File: config.mk
export PLATFORM = sky130hd
export DESIGN_NAME = vga_sync_generator
export DESIGN_NICKNAME = d
export VERILOG_FILES = /design/src/rtl/vga_sync_generator_pkg.sv /design/src/rtl/vga_axis_counter.sv /design/src/rtl/vga_sync_generator.sv
export SDC_FILE = /design/constraint.sdc
export NUM_CORES = 1
export LEC_CHECK = 0
export BUFFER_PORTS_ARGS = -buffer_cell sky130_fd_sc_hd__buf_4
export CAP_MARGIN = 20
export CORE_MARGIN = 3
export CORE_UTILIZATION = 50
export DETAILED_ROUTE_END_ITERATION = 12
export GPL_TIMING_DRIVEN = 0
export PLACE_DENSITY = 0.77
export RECOVER_POWER = 50
export REMOVE_ABC_BUFFERS = 1
export SYNTH_ARGS = -nofsm -noshare
export SYNTH_HDL_FRONTEND = slang
export SYNTH_SLANG_ARGS = --single-unit
export TNS_END_PERCENT = 10
File: constraint.sdc
create_clock -name clk -period 5.8 [get_ports clk]
set_clock_uncertainty 0.15 [all_clocks]
set_input_delay 1.74 -clock clk [delete_from_list [all_inputs] [get_ports clk]]
set_output_delay 1.74 -clock clk [all_outputs]
set_load 0.01 [all_outputs]
File: src/rtl/vga_sync_generator_pkg.sv
// Shared VGA timing defaults, phase encoding and sync bundle for the raster generator.
// Phase values are fixed because other display logic decodes them.
package vga_sync_generator_pkg;

  localparam int unsigned HVisibleDef  = 640;
  localparam int unsigned HFrontDef    = 16;
  localparam int unsigned HSyncDef     = 96;
  localparam int unsigned HBackDef     = 48;
  localparam int unsigned VVisibleDef  = 480;
  localparam int unsigned VFrontDef    = 10;
  localparam int unsigned VSyncDef     = 2;
  localparam int unsigned VBackDef     = 33;
  localparam int unsigned SyncDelayDef = 1;
  localparam int unsigned CountWidth   = 10;

  typedef enum logic [1:0] {
    PhActive = 2'd0,
    PhFront  = 2'd1,
    PhSync   = 2'd2,
    PhBack   = 2'd3
  } phase_e;

  typedef struct packed {
    logic hsync_n;
    logic vsync_n;
    logic video_on;
  } sync_t;

  localparam sync_t SyncIdle = '{hsync_n: 1'b1, vsync_n: 1'b1, video_on: 1'b0};

  // Phase that a given count falls in; segments are laid out ACTIVE, FRONT, SYNC, BACK.
  function automatic phase_e decode_phase(input logic [CountWidth-1:0] count,
                                          input int unsigned visible,
                                          input int unsigned front,
                                          input int unsigned sync);
    int unsigned c;
    c = 32'(count);
    if (c < visible) begin
      return PhActive;
    end else if (c < visible + front) begin
      return PhFront;
    end else if (c < visible + front + sync) begin
      return PhSync;
    end
    return PhBack;
  endfunction

endpackage

File: src/rtl/vga_axis_counter.sv
// One raster axis: wrapping position counter with its registered phase FSM.
// The phase is loaded from the decode of the next count, so it can never drift from the counter.
module vga_axis_counter
  import vga_sync_generator_pkg::*;
#(
  parameter int unsigned VISIBLE = HVisibleDef,
  parameter int unsigned FRONT   = HFrontDef,
  parameter int unsigned SYNC    = HSyncDef,
  parameter int unsigned BACK    = HBackDef
) (
  input  logic                  clk,
  input  logic                  reset,
  input  logic                  carry_in,
  output logic [CountWidth-1:0] count,
  output phase_e                phase,
  output logic                  carry_out
);

  localparam int unsigned Total = VISIBLE + FRONT + SYNC + BACK;
  localparam logic [CountWidth-1:0] Last = CountWidth'(Total - 1);

  logic                  at_last;
  logic [CountWidth-1:0] count_next;

  always_comb begin
    at_last    = (count == Last);
    count_next = at_last ? '0 : count + CountWidth'(1);
    carry_out  = carry_in && at_last;
  end

  always_ff @(posedge clk or posedge reset) begin
    if (reset) begin
      count <= '0;
      phase <= PhActive;
    end else if (carry_in) begin
      count <= count_next;
      phase <= decode_phase(count_next, VISIBLE, FRONT, SYNC);
    end
  end

endmodule

File: src/rtl/vga_sync_generator.sv
// VGA raster timing: chained pixel/line counters, delayed sync/active outputs and strobes.
// Sync and active are pipelined so they line up with registered RGB downstream.
module vga_sync_generator
  import vga_sync_generator_pkg::*;
#(
  parameter int unsigned H_VISIBLE  = HVisibleDef,
  parameter int unsigned H_FRONT    = HFrontDef,
  parameter int unsigned H_SYNC     = HSyncDef,
  parameter int unsigned H_BACK     = HBackDef,
  parameter int unsigned V_VISIBLE  = VVisibleDef,
  parameter int unsigned V_FRONT    = VFrontDef,
  parameter int unsigned V_SYNC     = VSyncDef,
  parameter int unsigned V_BACK     = VBackDef,
  parameter int unsigned SYNC_DELAY = SyncDelayDef
) (
  input  logic                  clk,
  input  logic                  reset,
  input  logic                  pix_en,
  output logic [CountWidth-1:0] counter_x,
  output logic [CountWidth-1:0] counter_y,
  output logic                  hsync_n,
  output logic                  vsync_n,
  output logic                  video_on,
  output logic                  line_end,
  output logic                  frame_end
);

  phase_e hphase;
  phase_e vphase;
  logic   h_carry;
  logic   v_carry;
  sync_t  raw;
  sync_t  dly;

  vga_axis_counter #(
    .VISIBLE(H_VISIBLE),
    .FRONT  (H_FRONT),
    .SYNC   (H_SYNC),
    .BACK   (H_BACK)
  ) u_h_axis (
    .clk      (clk),
    .reset    (reset),
    .carry_in (pix_en),
    .count    (counter_x),
    .phase    (hphase),
    .carry_out(h_carry)
  );

  vga_axis_counter #(
    .VISIBLE(V_VISIBLE),
    .FRONT  (V_FRONT),
    .SYNC   (V_SYNC),
    .BACK   (V_BACK)
  ) u_v_axis (
    .clk      (clk),
    .reset    (reset),
    .carry_in (h_carry),
    .count    (counter_y),
    .phase    (vphase),
    .carry_out(v_carry)
  );

  always_comb begin
    raw.hsync_n  = (hphase != PhSync);
    raw.vsync_n  = (vphase != PhSync);
    raw.video_on = (hphase == PhActive) && (vphase == PhActive);
  end

  generate
    if (SYNC_DELAY == 0) begin : g_no_delay
      assign dly = raw;
    end else begin : g_delay
      sync_t [SYNC_DELAY-1:0] pipe;
      sync_t [SYNC_DELAY:0]   chain;

      // chain[0] is the live decode; each enabled edge shifts it one stage deeper.
      assign chain = {pipe, raw};

      always_ff @(posedge clk or posedge reset) begin
        if (reset) begin
          pipe <= {SYNC_DELAY{SyncIdle}};
        end else if (pix_en) begin
          pipe <= chain[SYNC_DELAY-1:0];
        end
      end

      assign dly = pipe[SYNC_DELAY-1];
    end
  endgenerate

  assign hsync_n  = dly.hsync_n;
  assign vsync_n  = dly.vsync_n;
  assign video_on = dly.video_on;

  // Axis carries are exactly the enable-gated end-of-line / end-of-frame decodes.
  assign line_end  = h_carry;
  assign frame_end = v_carry;

endmodule

==> summary.txt, run 1 <==
Clocking
  • Sink Count: 27
  • Clock slew at reported path FFs: 0.15 ns
  • Worst-skew pair later-pin latency: 0.33 ns
  • Post-CTS setup buffers: 0
  • CTS resizes: 0
  • Post-CTS Hold Fix Bufs: 0
  • Clock H-tree levels: 1
  • CTS max path bufs: 2
  • CTS tree: built
  • TritonCTS buffer count: 3
  • CTS root buf: clkbuf_4

Yosys
  • Syn_area_per_cell: 9.09 µm²
  • Post-synthesis register bit count: 27
  • Async SR Flop Fraction: 100%
  • Synth Flop Type: dfrtp_1
  • EDFF count, synth: 0
  • Post-Synthesis Cell Area: 1690 µm²
  • Number of synthesis warnings: 0
  • Register area share after synthesis: 40.1%
  • Cell count after synthesis: 186
  • Yosys cell types: 49

STA
  • Final Critical Period: 4.51 ns
  • Slew HR: 42.1%
  • RSZ-0062 raised after global routing: false
  • Fmax: 0.222 GHz
  • Worst slew pin tran: 0.868 ns
  • Hold Violations, Final: 0
  • Final Slew Violations: 0
  • Period utilisation layout: 77.7%
  • Number of setup violations in the final report: 0
  • PnR worst setup slack: 1.29 ns
  • Final setup TNS: 0 ns

Worst setup path
  • Max FO, Critical Path: 19
  • Startpoint types: input pin
  • Worst EP arrival: 2.62 ns
  • Req. time, crit path: 3.91 ns
  • CP Capture Type: output pin
  • Critical path class: input pin to output pin

Finish
  • Diode count: 0
  • Final net count: 216
  • Most frequent cells in the layout: buf_4, dfrtp_1, nand2_1, o21ai_0, nor2_1
  • Finished Core Util: 62.0%
  • Post-route insts no fill: 253
  • Fill count: 273
  • Commonest non-fill, non-tap cell in the layout: buf_4
  • Layout cell share with drive strength beyond 1: 22.5%
  • Synthesis-to-finish area growth: 14.7%

Route
  • Post-route ant nets: 0
  • Post-Route WL: 3720 µm
  • Total iterations of the first detailed-routing run: 4
  • WL per Instance: 14.7 µm
  • Vias: 1487
  • Residual DRC count: 0
  • Initial DRC count: 75
  • Via density: 5.88

Die
  • Boundary Pins: 28
  • Die X: 64.2 µm
  • Initial Util: 54.1%
  • Core ar.: 3130 µm²
  • FP Rows: 20
  • Die H: 64.2 µm
  • Die area: 4120 µm²

Pwr
  • Logic pwr share: 34.4%
  • P_int: 0.000350 W
  • Clock power share: 15.1%
  • Pwr Density: 291 nW/µm²
  • Total chip power: 0.000565 W
  • Sequential power share: 50.6%
  • Worst vdd ir: 211 µV
  • Switching share of power: 38.0%
  • Net Switching: 0.000214 W
  • LEAKAGE: 0.805 nW

GRT
  • Overall routing resource usage: 19.2%
  • Initial antenna violation count: 0
  • Number of global-route vias before repair: 1426
  • Total congestion overflow: 0
  • First-pass GRT wire length: 6460 µm
  • Largest net degree at the start of global routing: 28

Outcome
  • Status: finished clean

Place
  • Final Wtd Congestion: 0.824
  • Dpl ws: 1.32 ns
  • DP HPWL: 2600 µm
  • Port buffer count: 27
  • Inst Count DP: 248

Worst hold path
  • HP Class: register to register

Job
  • Max-cap violation count: 0
-- sequential cells by signal, summed over array words and instances, names as in the netlist --
signal          flops
u_h_axis.count     10
u_v_axis.count     10
u_h_axis.phase      2
u_v_axis.phase      2
hsync_n             1
video_on            1
vsync_n             1
-- routing by layer --
metal	part of all wire [%]	global-route usage [%]
met1	49	27.1
met2	47	31.5
met3	4.0	2.99
met4	0.51	3.43
met5	0	0
-- per-stage QoR --
stage,area [µm²],hold WS (ns)
6_report,1940,0.326
5_1_grt,1940,0.345
4_1_cts,1940,0.325
3_5_place_dp,1910,0.303
3_3_place_gp,1910,0.301
2_1_floorplan,1650,0.276
-- final timing paths --
path | cells after the start | end | startpoint | slack, ns
worst min-delay path | 1 | hsync_n | u_h_axis.phase[1] | 0.33
worst max register to register | 6 | u_v_axis.phase[1] | u_h_axis.count[0] | 3.57
min in group asynchronous | 2 | u_v_axis.count[7] | reset | 1.25
max in group asynchronous | 3 | u_v_axis.count[3] | reset | 3.13
worst min register to register | 1 | hsync_n | u_h_axis.phase[1] | 0.33
worst max-delay path | 4 | line_end | pix_en | 1.29
-- power by group through the flow --
stage                     Sequential, W  Clock [W]  Combinational, W
after floorplan                0.000291          0          0.000108
after detailed placement       0.000288          0          0.000195
final                          0.000286  0.0000850          0.000194
after CTS                      0.000285  0.0000870          0.000196
after global routing           0.000294  0.0000971          0.000214
after global placement         0.000285          0          0.000189
-- layout make-up --
cell class                 instances  area [µm²]  area share, %
multi-input combinational        141         940           48.4
sequential                        27         678           34.9
timing repair buffer              28         206           10.6
tap                               44        55.1           2.84
inverter                           9        33.8           1.74
clock buffer                       3        22.5           1.16
clock inverter                     1        5.00          0.258
-- logic make-up after synthesis --
kind of cell	Yosys count	synth area share, %
xor gates and xnor gates	10	5.18
adders and majority gates	3	2.22
and+or+nand+nor	77	27.0
DFF	27	40.1
AOI/OAI and AO/OA	49	19.8
muxes	2	1.33
buffers and inverters	18	4.36
-- cells in the mapped netlist, types with 3 or more instances --
| cell type | n | area (µm²) |
|---|---|---|
| nor2_1 | 14 | 52.6 |
| xor2_1 | 3 | 26.3 |
| xnor2_1 | 7 | 61.3 |
| nand3_1 | 9 | 45.0 |
| dfrtp_1 | 25 | 626 |
| nand4_1 | 3 | 18.8 |
| nand2b_1 | 3 | 18.8 |
| buf_2 | 5 | 25.0 |
| inv_1 | 9 | 33.8 |
| ha_1 | 3 | 37.5 |
| and3_1 | 3 | 18.8 |
| clkbuf_1 | 4 | 15.0 |
| nand2_1 | 21 | 78.8 |
| a31oi_1 | 3 | 18.8 |
| a21oi_1 | 7 | 35.0 |
| a21boi_0 | 5 | 37.5 |
| o21ai_0 | 17 | 85.1 |
-- worst max-delay path, stage by stage --
cell and delay (ns):
buf_4 0.22, nand4_4 0.29, inv_1 0.22, buf_4 0.15
Power figures use the tool's default switching activity.
==> inputs of run 2 (changes only) <==
==> constraint.sdc (replaced) <==
create_clock -name clk -period 4.2 [get_ports clk]
set_clock_uncertainty 0.15 [all_clocks]
set_input_delay 1.26 -clock clk [delete_from_list [all_inputs] [get_ports clk]]
set_output_delay 1.26 -clock clk [all_outputs]
set_load 0.01 [all_outputs]
==> summary.txt, run 2 (synthesized netlist as in run 1, its figures left out) <==
GRT
  • Met2 Use GR: 31.5% (unchanged)
  • Most used routing layer: met2 (unchanged)
  • Initial antenna violation count: 0 (unchanged)
  • Number of global-route vias before repair: 1426 (unchanged)
  • Met3 usage: 2.99% (unchanged)
  • Total congestion overflow: 0 (unchanged)
  • Largest net degree at the start of global routing: 28 (unchanged)
  • Overall routing resource usage: 19.2% (unchanged)
  • First-pass GRT wire length: 6460 µm (unchanged)
  • Met1 GRT Util: 27.1% (unchanged)

STA
  • Final Critical Period: 3.54 ns
  • Hold Violations, Final: 0 (unchanged)
  • PnR worst setup slack: 0.659 ns (was 1.29 ns)
  • RSZ-0062 raised after global routing: false (unchanged)
  • Hold WS: 0.328 ns (was 0.326 ns)
  • Final Slew Violations: 0 (unchanged)
  • Worst slew pin tran: 0.861 ns (was 0.868 ns)
  • Final setup TNS: 0 ns (unchanged)
  • Slew HR: 42.6% (was 42.1%)
  • Number of setup violations in the final report: 0 (unchanged)
  • Period utilisation layout: 84.3%
  • Fmax: 0.282 GHz

Worst setup path
  • Critical path class: input pin to output pin (unchanged)
  • CP Capture Type: output pin (unchanged)
  • Startpoint types: input pin (unchanged)
  • Worst EP arrival: 2.13 ns (was 2.62 ns)
  • Max FO, Critical Path: 19 (unchanged)
  • Req. time, crit path: 2.79 ns (was 3.91 ns)

Clocking
  • Clock slew at reported path FFs: 0.15 ns (about the same)
  • CTS tree: built (unchanged)
  • Post-CTS setup buffers: 0 (unchanged)
  • CTS resizes: 0 (unchanged)
  • Clock H-tree levels: 1 (unchanged)
  • Sink Count: 27 (unchanged)
  • CTS max path bufs: 2 (unchanged)
  • Worst-skew pair later-pin latency: 0.33 ns (about the same)
  • Post-CTS Hold Fix Bufs: 0 (unchanged)
  • TritonCTS buffer count: 3 (unchanged)
  • CTS root buf: clkbuf_4 (unchanged)

Place
  • Dpl ws: 0.682 ns (was 1.32 ns)
  • Final Wtd Congestion: 0.824 (unchanged)
  • Port buffer count: 27 (unchanged)
  • DP HPWL: 2600 µm (unchanged)

Pwr
  • Logic pwr share: 34.4% (about the same)
  • Worst vdd ir: 292 µV (was 211 µV)
  • Clock power share: 15.0% (was 15.1%)
  • P_int: 0.000483 W (was 0.000350 W)
  • LEAKAGE: 0.803 nW (was 0.805 nW)
  • Net Switching: 0.000296 W (was 0.000214 W)
  • Switching share of power: 38.0% (about the same)
  • Pwr Density: 403 nW/µm² (was 291 nW/µm²)
  • Sequential power share: 50.6% (about the same)
  • Total chip power: 0.000779 W (was 0.000565 W)

Finish
  • Area of the multi-input gates: 935 µm² (was 940 µm²)
  • Fill count: 274 (was 273)
  • Layout cell share with drive strength beyond 1: 22.0% (was 22.5%)
  • Finished Core Util: 61.9% (was 62.0%)
  • Largest regs: u_h_axis.count (10), u_v_axis.count (10) (unchanged)
  • Commonest non-fill, non-tap cell in the layout: buf_4 (unchanged)
  • FF+latch area: 678 µm² (unchanged)
  • Synthesis-to-finish area growth: 14.4% (was 14.7%)
  • Diode count: 0 (unchanged)
  • Most frequent cells in the layout: buf_4, dfrtp_1, nand2_1, o21ai_0, nor2_1 (unchanged)
  • Final net count: 216 (unchanged)

Die
  • Die area: 4120 µm² (unchanged)
  • Initial Util: 54.1% (unchanged)
  • Die H: 64.2 µm (unchanged)
  • Core ar.: 3130 µm² (unchanged)
  • Die X: 64.2 µm (unchanged)
  • Boundary Pins: 28 (unchanged)
  • FP Rows: 20 (unchanged)

Route
  • Initial DRC count: 63 (was 75)
  • Vias: 1518 (was 1487)
  • Total iterations of the first detailed-routing run: 4 (unchanged)
  • Post-route ant nets: 0 (unchanged)
  • WL per Instance: 14.7 µm (about the same)
  • Via density: 6.00 (was 5.88)
  • Residual DRC count: 0 (unchanged)
  • Post-Route WL: 3730 µm (was 3720 µm)

Worst hold path
  • HP Class: register to register (unchanged)

Outcome
  • Status: finished clean (unchanged)

Job
  • Max-cap violation count: 0 (unchanged)
==> run 2: cell counts in the layout (fill, tap and decap cells not counted) <==
No cell type changed its count.
==> run 2: metal layers <==
layer  routed length [µm]  up-vias  part of all wire (%)
li1                     -      718                     -
met1                 1770      755                    48
met2                 1760       43                    47
met3                  171        2                   4.6
met4                   19        0                  0.51
met5                    0        -                     0
==> run 2: worst max-delay path, cell delays in order <==
cell	delay, ns
buf_4	0.21
nand4_4	0.29
inv_1	0.22
buf_4	0.15
==> run 2: final timing paths <==
kind                              startpoint                end  slack, ns  depth (start not counted)
min in group asynchronous              reset  u_h_axis.count[9]       0.77                          2
min reg2reg                u_h_axis.phase[1]            hsync_n       0.33                          1
max reg2reg                u_h_axis.count[0]  u_v_axis.phase[1]       1.96                          6
max in group asynchronous              reset  u_h_axis.count[5]       2.02                          3
min                        u_h_axis.phase[1]            hsync_n       0.33                          1
max                                   pix_en           line_end       0.66                          4
==> run 2: power groups by stage <==
stage | combinational (W) | clock, W | sequential [W]
after floorplan | 0.000149 | 0 | 0.000402
after global placement | 0.000261 | 0 | 0.000393
after detailed placement | 0.000270 | 0 | 0.000398
after CTS | 0.000271 | 0.000120 | 0.000393
after global routing | 0.000295 | 0.000134 | 0.000406
final | 0.000268 | 0.000117 | 0.000394
==> run 2: final cells by class <==
class                           instances  area share [%]
Clock buffer                            3            1.16
Clock inverter                          1           0.259
Inverter                                9            1.75
Multi-Input combinational cell        141            48.3
Sequential cell                        27            35.0
Tap cell                               44            2.84
Timing Repair Buffer                   28            10.7
==> run 2: per-stage QoR <==
| step | instances | area (µm²) |
|---|---|---|
| finish | 253 | 1940 |
| global route | 253 | 1940 |
| floorplan | 177 | 1650 |
| global placement | 248 | 1910 |
| CTS | 252 | 1940 |
| detailed placement | 248 | 1910 |
==> inputs of run 3 (changes only) <==
--- a/config.mk
+++ b/config.mk
@@ -11,7 +11,7 @@
 export CORE_UTILIZATION = 50
 export DETAILED_ROUTE_END_ITERATION = 12
 export GPL_TIMING_DRIVEN = 0
-export PLACE_DENSITY = 0.77
+export PLACE_DENSITY = 0.8
 export RECOVER_POWER = 50
 export REMOVE_ABC_BUFFERS = 1
 export SYNTH_ARGS = -nofsm -noshare
==> constraint.sdc (replaced) <==
create_clock -name clk -period 3.2 [get_ports clk]
set_clock_uncertainty 0.15 [all_clocks]
set_input_delay 0.96 -clock clk [delete_from_list [all_inputs] [get_ports clk]]
set_output_delay 0.96 -clock clk [all_outputs]
set_load 0.01 [all_outputs]
==> summary.txt, run 3 (synthesized netlist as in run 1, its figures left out) <==
Finish
  • Layout cell share with drive strength beyond 1: 24.3% (was 22.0%)
  • Final net count: 221 (was 216)
  • Post-route insts no fill: 258 (was 253)
  • Synthesis-to-finish area growth: 16.6% (was 14.4%)
  • Most frequent cells in the layout: buf_4, dfrtp_1, nand2_1, o21ai_0, nor2_1 (unchanged)
  • Largest regs: u_h_axis.count (10), u_v_axis.count (10) (unchanged)
  • Diode count: 0 (unchanged)
  • Commonest non-fill, non-tap cell in the layout: buf_4 (unchanged)

Die
  • Die H: 64.2 µm (unchanged)
  • Core ar.: 3130 µm² (unchanged)
  • Die area: 4120 µm² (unchanged)
  • Die X: 64.2 µm (unchanged)
  • Initial Util: 54.1% (unchanged)
  • FP Rows: 20 (unchanged)
  • Boundary Pins: 28 (unchanged)

Clocking
  • CTS tree: built (unchanged)
  • Clock slew at reported path FFs: 0.14 ns (was 0.15 ns)
  • CTS max path bufs: 2 (unchanged)
  • Sink Count: 27 (unchanged)
  • TritonCTS buffer count: 3 (unchanged)
  • Worst-skew pair later-pin latency: 0.32 ns (was 0.33 ns)
  • Clock H-tree levels: 1 (unchanged)
  • CTS root buf: clkbuf_4 (unchanged)

Pwr
  • LEAKAGE: 0.821 nW (was 0.803 nW)
  • Pwr Density: 520 nW/µm² (was 403 nW/µm²)
  • Switching share of power: 37.6% (was 38.0%)
  • Clock power share: 14.5% (was 15.0%)
  • Net Switching: 0.000385 W (was 0.000296 W)
  • P_int: 0.000639 W (was 0.000483 W)
  • Sequential power share: 51.1% (was 50.6%)
  • Logic pwr share: 34.4% (about the same)
  • Worst vdd ir: 353 µV (was 292 µV)

STA
  • Fmax: 0.331 GHz
  • RSZ-0062 raised after global routing: false (unchanged)
  • Number of setup violations in the final report: 0 (unchanged)
  • Hold WS: 0.337 ns (was 0.328 ns)
  • Final setup TNS: 0 ns (unchanged)
  • Final Slew Violations: 0 (unchanged)
  • Hold Violations, Final: 0 (unchanged)
  • Period utilisation layout: 94.4%
  • Worst slew pin tran: 1.27 ns (was 0.861 ns)
  • Final Critical Period: 3.02 ns
  • PnR worst setup slack: 0.180 ns (was 0.659 ns)
  • Slew HR: 15.3% (was 42.6%)

Route
  • Via density: 5.82 (was 6.00)
  • Total iterations of the first detailed-routing run: 4 (unchanged)
  • Residual DRC count: 0 (unchanged)
  • Initial DRC count: 74 (was 63)
  • WL per Instance: 14.6 µm (was 14.7 µm)
  • Vias: 1501 (was 1518)
  • Post-route ant nets: 0 (unchanged)
  • Post-Route WL: 3760 µm (was 3730 µm)

Worst hold path
  • HP Class: input pin to asynchronous set/reset pin (was register to register)

Place
  • Dpl ws: 0.294 ns (was 0.682 ns)
  • Inst Count DP: 248 (unchanged)
  • Port buffer count: 27 (unchanged)
  • DP HPWL: 2630 µm (was 2600 µm)
  • Final Wtd Congestion: 0.804 (was 0.824)

GRT
  • Number of global-route vias before repair: 1371 (was 1426)
  • Total congestion overflow: 0 (unchanged)
  • First-pass GRT wire length: 6290 µm (was 6460 µm)
  • Overall routing resource usage: 18.8% (was 19.2%)
  • Largest net degree at the start of global routing: 28 (unchanged)
  • Initial antenna violation count: 0 (unchanged)

Worst setup path
  • Worst EP arrival: 1.91 ns (was 2.13 ns)
  • Req. time, crit path: 2.09 ns (was 2.79 ns)
  • Critical path class: register to output pin (was input pin to output pin)
  • CP Capture Type: output pin (unchanged)
  • Critical path cell sequence: ha_1, and4_1, nand4_4, nor2b_1, buf_4 (was buf_4, nand4_4, inv_1, buf_4)
  • Max FO, Critical Path: 14 (was 19)
  • CP peak stage delay: 0.46 ns (was 0.29 ns)
  • Startpoint types: register (was input pin)
  • Slowest CP cell: dfrtp_2 (was nand4_4)

Job
  • Max-cap violation count: 0 (unchanged)

Outcome
  • Status: finished clean (unchanged)
run 3: changes by cell type in the layout (fill, tap and decap cells not counted), sizes merged:
cell and delta:
clkbuf +1, buf +5, clkinv -1
run 3: final timing paths:
kind | start | end | slack [ns] | cells past startpoint
worst min register to register | u_h_axis.phase[1] | hsync_n | 0.34 | 1
worst min-delay path | reset | u_v_axis.count[7] | 0.34 | 2
worst max register to register | u_h_axis.count[0] | u_v_axis.phase[1] | 0.90 | 6
worst max-delay path | u_h_axis.count[0] | frame_end | 0.18 | 5
max in group asynchronous | reset | u_h_axis.count[0] | 1.07 | 3
min in group clk | u_h_axis.phase[1] | hsync_n | 0.34 | 1
run 3: power groups by stage:
| stage | combinational [W] | sequential [W] | clock, W |
|---|---|---|---|
| final | 0.000353 | 0.000524 | 0.000148 |
| after global routing | 0.000388 | 0.000541 | 0.000165 |
| after CTS | 0.000355 | 0.000517 | 0.000153 |
| after detailed placement | 0.000353 | 0.000524 | 0 |
| after global placement | 0.000342 | 0.000515 | 0 |
| after floorplan | 0.000195 | 0.000527 | 0 |
run 3: cell type report:
| type | count | area, µm² |
|---|---|---|
| clock buffer | 4 | 26.3 |
| fill | 275 | 1160 |
| inverter | 9 | 33.8 |
| multi-input combinational | 141 | 932 |
| sequential | 27 | 681 |
| tap | 44 | 55.1 |
| timing repair buffer | 33 | 244 |
run 3: through the flow:
step	total power (W)	instance area (µm²)	utilization [%]
2_1_floorplan	0.000722	1650	-
3_3_place_gp	0.000857	1910	61.0
3_5_place_dp	0.000877	1910	61.0
4_1_cts	0.00102	1940	61.9
5_1_grt	0.00109	1970	63.0
6_report	0.00102	1970	63.0
run 3: critical path, delay by kind of cell (launching register included):
kind,cells,cell delay (ns)
and+or+nand+nor,3,0.74
DFF,1,0.46
adders and majority gates,1,0.25
buffers and inverters,1,0.13
run 3: repair_timing:
action                                  CTS  global route
gates resized for setup                   0             2
buffers inserted                          0             5
hold buffers                              0             0
endpoints found under the setup margin    0             2
run 3: metal layers:
metal  global-route usage [%]  wire (µm)  share of wire [%]  vias up
met5                        0          0                  0        -
met4                     5.28         21               0.56        0
met3                     3.87        223                5.9        2
met2                     29.0       1830                 49       45
met1                     26.8       1680                 45      725
li1                         -          -                  -      729
